### src/rtl/fp_to_int_stage.sv
// ============================================================================
// fp_to_int_stage : two-stage binary32 -> signed int32 converter with
//                   selectable rounding mode, exception flags and valid/ready.
// Revision 1.0
// ============================================================================
`default_nettype none

module fp_to_int_stage #(
  parameter int FP_W  = 32,
  parameter int INT_W = 32
) (
  input  logic             clk,
  input  logic             rst_n,
  input  logic             in_valid,
  output logic             in_ready,
  input  logic [FP_W-1:0]  in_fp,
  input  logic [1:0]       in_round,
  output logic             out_valid,
  input  logic             out_ready,
  output logic [INT_W-1:0] out_int,
  output logic [2:0]       out_flags
);

  localparam logic [1:0]  RND_NE  = 2'd0;
  localparam logic [1:0]  RND_TZ  = 2'd1;
  localparam logic [1:0]  RND_DN  = 2'd2;
  localparam logic [1:0]  RND_UP  = 2'd3;
  localparam logic [31:0] INT_MAX = 32'h7FFF_FFFF;
  localparam logic [31:0] INT_MIN = 32'h8000_0000;

  typedef enum logic [2:0] {
    CLS_ZERO   = 3'd0,
    CLS_DENORM = 3'd1,
    CLS_NORMAL = 3'd2,
    CLS_INF    = 3'd3,
    CLS_NAN    = 3'd4
  } fp_class_t;

  logic              alive;
  logic              s1_valid;
  logic              s1_sign;
  logic signed [9:0] s1_exp;
  logic [23:0]       s1_mant;
  fp_class_t         s1_class;
  logic [1:0]        s1_round;

  logic              s2_open;
  logic              accept;

  logic [7:0]        in_exp;
  logic [22:0]       in_frac;
  fp_class_t         in_class;

  logic [55:0]       wide;
  logic [55:0]       shifted;
  logic [31:0]       int_part;
  logic              guard;
  logic              sticky;
  logic              round_up;
  logic [32:0]       mag;
  logic [31:0]       res_int;
  logic [2:0]        res_flags;

  // in_ready is held low until the first clock after reset release
  always_ff @(posedge clk or negedge rst_n) begin
    if (!rst_n) alive <= 1'b0;
    else        alive <= 1'b1;
  end

  assign s2_open  = !out_valid || out_ready;
  assign in_ready = alive && (!s1_valid || s2_open);
  assign accept   = in_valid && in_ready;

  always_comb begin
    in_exp  = in_fp[30:23];
    in_frac = in_fp[22:0];
    if (in_exp == 8'd0)
      in_class = (in_frac == 23'd0) ? CLS_ZERO : CLS_DENORM;
    else if (in_exp == 8'hFF)
      in_class = (in_frac == 23'd0) ? CLS_INF : CLS_NAN;
    else
      in_class = CLS_NORMAL;
  end

  always_ff @(posedge clk or negedge rst_n) begin
    if (!rst_n) begin
      s1_valid <= 1'b0;
      s1_sign  <= 1'b0;
      s1_exp   <= '0;
      s1_mant  <= '0;
      s1_class <= CLS_ZERO;
      s1_round <= RND_NE;
    end else if (accept) begin
      s1_valid <= 1'b1;
      s1_sign  <= in_fp[31];
      s1_exp   <= $signed({2'b00, in_exp}) - 10'sd127;
      s1_mant  <= {in_exp != 8'd0, in_frac};
      s1_class <= in_class;
      s1_round <= in_round;
    end else if (s2_open) begin
      s1_valid <= 1'b0;
    end
  end

  // Mantissa is placed with 24 fraction bits below the integer field so that
  // every right shift up to 23 keeps all dropped bits for guard/sticky.
  always_comb begin
    wide      = {8'd0, s1_mant, 24'd0};
    shifted   = '0;
    round_up  = 1'b0;
    res_int   = '0;
    res_flags = '0;

    if (s1_exp >= 10'sd0 && s1_exp <= 10'sd23)
      shifted = wide >> (10'sd23 - s1_exp);
    else if (s1_exp > 10'sd23)
      shifted = wide << (s1_exp - 10'sd23);

    int_part = shifted[55:24];
    guard    = shifted[23];
    sticky   = |shifted[22:0];

    // |x| < 1: only the half-point bit (e == -1) can be a guard bit
    if (s1_class == CLS_DENORM || (s1_class == CLS_NORMAL && s1_exp < 10'sd0)) begin
      int_part = '0;
      guard    = (s1_class == CLS_NORMAL) && (s1_exp == -10'sd1);
      sticky   = !guard || (|s1_mant[22:0]);
    end

    case (s1_round)
      RND_NE:  round_up = guard && (sticky || int_part[0]);
      RND_TZ:  round_up = 1'b0;
      RND_DN:  round_up = s1_sign && (guard || sticky);
      RND_UP:  round_up = !s1_sign && (guard || sticky);
      default: round_up = 1'b0;
    endcase

    mag = {1'b0, int_part} + {32'd0, round_up};

    case (s1_class)
      CLS_ZERO: begin
        res_int   = '0;
        res_flags = 3'b000;
      end
      CLS_NAN: begin
        res_int   = INT_MIN;
        res_flags = 3'b100;
      end
      CLS_INF: begin
        res_int   = s1_sign ? INT_MIN : INT_MAX;
        res_flags = 3'b010;
      end
      default: begin
        if (s1_class == CLS_NORMAL && s1_exp >= 10'sd31) begin
          res_int = s1_sign ? INT_MIN : INT_MAX;
          if (s1_sign && s1_exp == 10'sd31 && s1_mant == 24'h80_0000)
            res_flags = 3'b000;
          else
            res_flags = 3'b010;
        end else if ((!s1_sign && mag > {1'b0, INT_MAX}) ||
                     (s1_sign && mag > {1'b0, INT_MIN})) begin
          res_int   = s1_sign ? INT_MIN : INT_MAX;
          res_flags = 3'b010;
        end else begin
          res_int   = s1_sign ? (~mag[31:0] + 32'd1) : mag[31:0];
          res_flags = {2'b00, guard || sticky};
        end
      end
    endcase
  end

  always_ff @(posedge clk or negedge rst_n) begin
    if (!rst_n) begin
      out_valid <= 1'b0;
      out_int   <= '0;
      out_flags <= '0;
    end else if (s2_open) begin
      out_valid <= s1_valid;
      if (s1_valid) begin
        out_int   <= res_int;
        out_flags <= res_flags;
      end
    end
  end

endmodule

`default_nettype wire

### config.mk
export PLATFORM = sky130hd
export DESIGN_NAME = fp_to_int_stage
export DESIGN_NICKNAME = d
export VERILOG_FILES = /design/src/rtl/fp_to_int_stage.sv
export SDC_FILE = /design/constraint.sdc
export NUM_CORES = 1
export LEC_CHECK = 0
export BUFFER_PORTS_ARGS = -buffer_cell sky130_fd_sc_hd__buf_2
export CAP_MARGIN = 40
export CORE_MARGIN = 2
export CORE_UTILIZATION = 57
export DETAILED_ROUTE_END_ITERATION = 16
export HOLD_SLACK_MARGIN = 0.03
export MAX_ROUTING_LAYER = met4
export PLACE_DENSITY = 0.85
export SLEW_MARGIN = 0
export SYNTH_ARGS = -nofsm -noshare
export SYNTH_HDL_FRONTEND = slang
export SYNTH_SLANG_ARGS = --single-unit
### constraint.sdc
create_clock -name clk -period 7 [get_ports clk]
set_input_delay 0.35 -clock clk [delete_from_list [all_inputs] [get_ports clk]]
set_output_delay 0.35 -clock clk [all_outputs]
set_load 0.03 [all_outputs]
==> flow_summary.yaml <==
outcome:
  status: "complete, no violations"
sta:
  worstMarginPinSlew_ns: 0.920
  fmax_mhz: 152
  tns_ns: 0
  finClkSkew_ns: 0.0116
  slew_headroom_pct: 37.1
  fin_crit_sh_pct: 94.2
  timing.final.ws_setup_ns: 0.408
  hold_viol: 0
  maxSlewViolCount: 0
  finalSetupViolCount: 0
  min_period_ns: 6.59
synthesis:
  syn_nets: 1195
  netlist_area_mm2: 0.00973
  synth_warnings: 0
  avgSynthCellArea_um2: 8.47
  synthTopCellsByArea: "dfrtp_1 (20%), mux2i_1 (7.7%), mux4_2 (7.4%), mux2_2 (5.8%), nand2_1 (4.0%)"
  synthCells: 1148
  synth_top_area_share_pct: 19.8
  synth_edf_count: 0
  synth_top_area_cell: "dfrtp_1"
  ys_seq_elements: 77
  synth_cell_types: 105
  synth.most_common_cell: "nand2_1"
  async_flop_share_pct: 100
  synthTopCellsByCount: "nand2_1 (104), nor2_1 (97), dfrtp_1 (77), mux2i_1 (75), clkbuf_1 (53)"
  ys.flop_type: "dfrtp_1"
  seq_area_frac_synth_pct: 19.8
die:
  die_h_um: 135
  core_area_mm2: 0.0166
  start_util_pct: 58.4
  dieArea_mm2: 0.0181
  ioPinCount: 75
  die_w_um: 135
  row_count: 47
grt:
  grt_pass1_wl_mm: 54.9
  grt-ovfl-total: 0
  grt_max_degree: 58
  grt_pass1_vias: 9804
  grt_usage_pct: 39.8
  antenna_found_initial: 0
drt:
  drcViolationCount: 0
  met2_length_mm: 16.1
  ant_nets: 0
  drtPass1Iterations: 7
  routed.top_layer: "met4"
  detail_route.wirelength_mm: 34.9
  via_per_inst: 7.20
  drt-met1-wl_mm: 13.8
  wl_per_cell_um: 24.3
  vias: 10300
  first_iter_violations: 1289
  wl_met3_mm: 3.59
clocking:
  cts_inserted_buffers: 9
  cts-root-buf: "clkbuf_16"
  cts.path.max_buffers: 2
  clock_sinks: 77
  cts_tree: "done"
  clock_latency_ns: 0.36
  htree_levels: 3
  clk_pin_slew_ns: 0.07
pwr:
  p_seq_share_pct: 20.6
  power_frac_comb_pct: 65.0
  pwr-share-clk_pct: 14.4
  switchingPower_mw: 1.76
  swShare_pct: 50.2
  p_int_mw: 1.74
  vdd_ir_drop_max_mv: 0.206
  powerDensity_mw_per_mm2: 321
  power_leakage_nw: 4.41
worst_setup_path:
  crit_top_cell: "a21oi_1"
  path_class: "register to register"
  crit_slowest_cell: "dfrtp_4"
  startpoint_type: "register"
  arrival_ns: 6.87
  worstSetupEndpointType: "register"
  max_stage_delay_ns: 0.61
  cp.required_ns: 7.28
  worstPathMaxFanout: 57
min_path:
  hp-class: "input pin to register"
placed_design:
  post-place-ws_ns: 0.322
  dp_hpwl_mm: 26.8
  place_congestion: 1.15
  port_buffers: 74
  dpl_cell_area_mm2: 0.0105
  placed_cells: 1413
layout:
  postLayoutCellArea_mm2: 0.0109
  areaGrowthSynthToFinish_pct: 12.4
  antenna_cells: 0
  final_core_util_pct: 65.7
  nNetsFinal: 1254
  drive_above_1_share_pct: 25.7
  fin_cells: 1432
  fillers: 1384
flow_run:
  drv_cap: 0
## worst paths after layout
| kind | depth (start not counted) | startpoint | slack (ns) | endpoint |
|---|---|---|---|---|
| hold reg to reg | 2 | out_flags[2] | 0.51 | out_flags[2] |
| setup reg to reg | 25 | s1_exp[0] | 0.41 | out_int[1] |
| max in group asynchronous | 3 | rst_n | 5.91 | s1_round[0] |
| setup / recovery | 25 | s1_exp[0] | 0.41 | out_int[1] |
| min in group asynchronous | 2 | rst_n | 0.52 | s1_mant[20] |
| hold / removal | 2 | in_fp[31] | 0.22 | s1_sign |
## registers in the layout, indices dropped and copies added, names as in the netlist
register / cells
alive: 1
out_flags: 3
out_int: 32
out_valid: 1
s1_class: 3
s1_exp: 9
s1_mant: 24
s1_round: 2
s1_sign: 1
s1_valid: 1
## routing by layer
metal | track usage (%) | vias up
li1 | - | 4540
met3 | 7.36 | 121
met4 | 15.3 | 0
met1 | 51.9 | 4993
met5 | - | -
met2 | 61.6 | 661
## cell families (layout without fill, tap and decap cells)
logic type               Yosys count  in the layout  synth area share (%)
XOR/XNOR                          66             66                  6.10
flip-flops                        77             77                  19.8
other                              1              1                0.0386
AND/OR/NAND/NOR                  412            412                  22.4
adder cells (fa/ha/maj)            9              9                  1.16
buffers and inverters            119            183                  5.31
AO/OA/AOI/OAI                    306            306                  24.1
multiplexers                     158            158                  21.1
## final cells by class
| type | instances | area, µm² | share of cell area [%] |
|---|---|---|---|
| clock inverters | 7 | 80.1 | 0.733 |
| well taps | 220 | 275 | 2.52 |
| flip-flops and latches | 77 | 1930 | 17.7 |
| clock buffers | 9 | 225 | 2.06 |
| inverters | 20 | 75.1 | 0.687 |
| multi-input cells | 952 | 7350 | 67.2 |
| repair buffers | 147 | 993 | 9.09 |
## power by group through the flow
stage                     sequential, mW  clock [mW]  combinational [mW]
after floorplan                    0.797           0                1.44
after global placement             0.718           0                2.14
after detailed placement           0.721           0                2.18
after CTS                          0.712       0.510                2.19
after global routing               0.735       0.526                2.41
final                              0.721       0.505                2.28
## critical path: cells and delay by family (launching register included)
kind	cells	cell delay, ns
AO/OA/AOI/OAI	11	2.35
AND/OR/NAND/NOR	6	1.35
multiplexers	2	0.81
buffers and inverters	3	0.66
flip-flops	1	0.61
adder cells (fa/ha/maj)	2	0.40
XOR/XNOR	1	0.28
## per-stage QoR
stage	hold WS [ns]	power, mW
final	0.222	3.50
after global routing	0.220	3.67
after CTS	0.220	3.42
after detailed placement	0.355	2.90
after global placement	0.468	2.86
after floorplan	0.0544	2.24
## layout by cell type, fill, tap and decap left out, drive strengths merged, types with 23 or more instances in the layout
cell / instances
a21oi: 47
buf: 146
dfrtp: 77
mux2: 51
mux2i: 75
mux4: 32
nand2: 104
nand3: 33
nor2: 97
nor3: 36
nor4: 31
o21ai: 54
o221a: 27
xnor2: 43
xor2: 23
## repair_timing
item / 4_1_cts / 5_1_grt
setup endpoints to repair: 0 / 33
resized for setup: 0 / 11
endpoints found under the hold margin: 38 / 0
hold buffers: 1 / 0
buffers inserted: 0 / 2
Note: power is estimated with default switching activity, not from simulation.
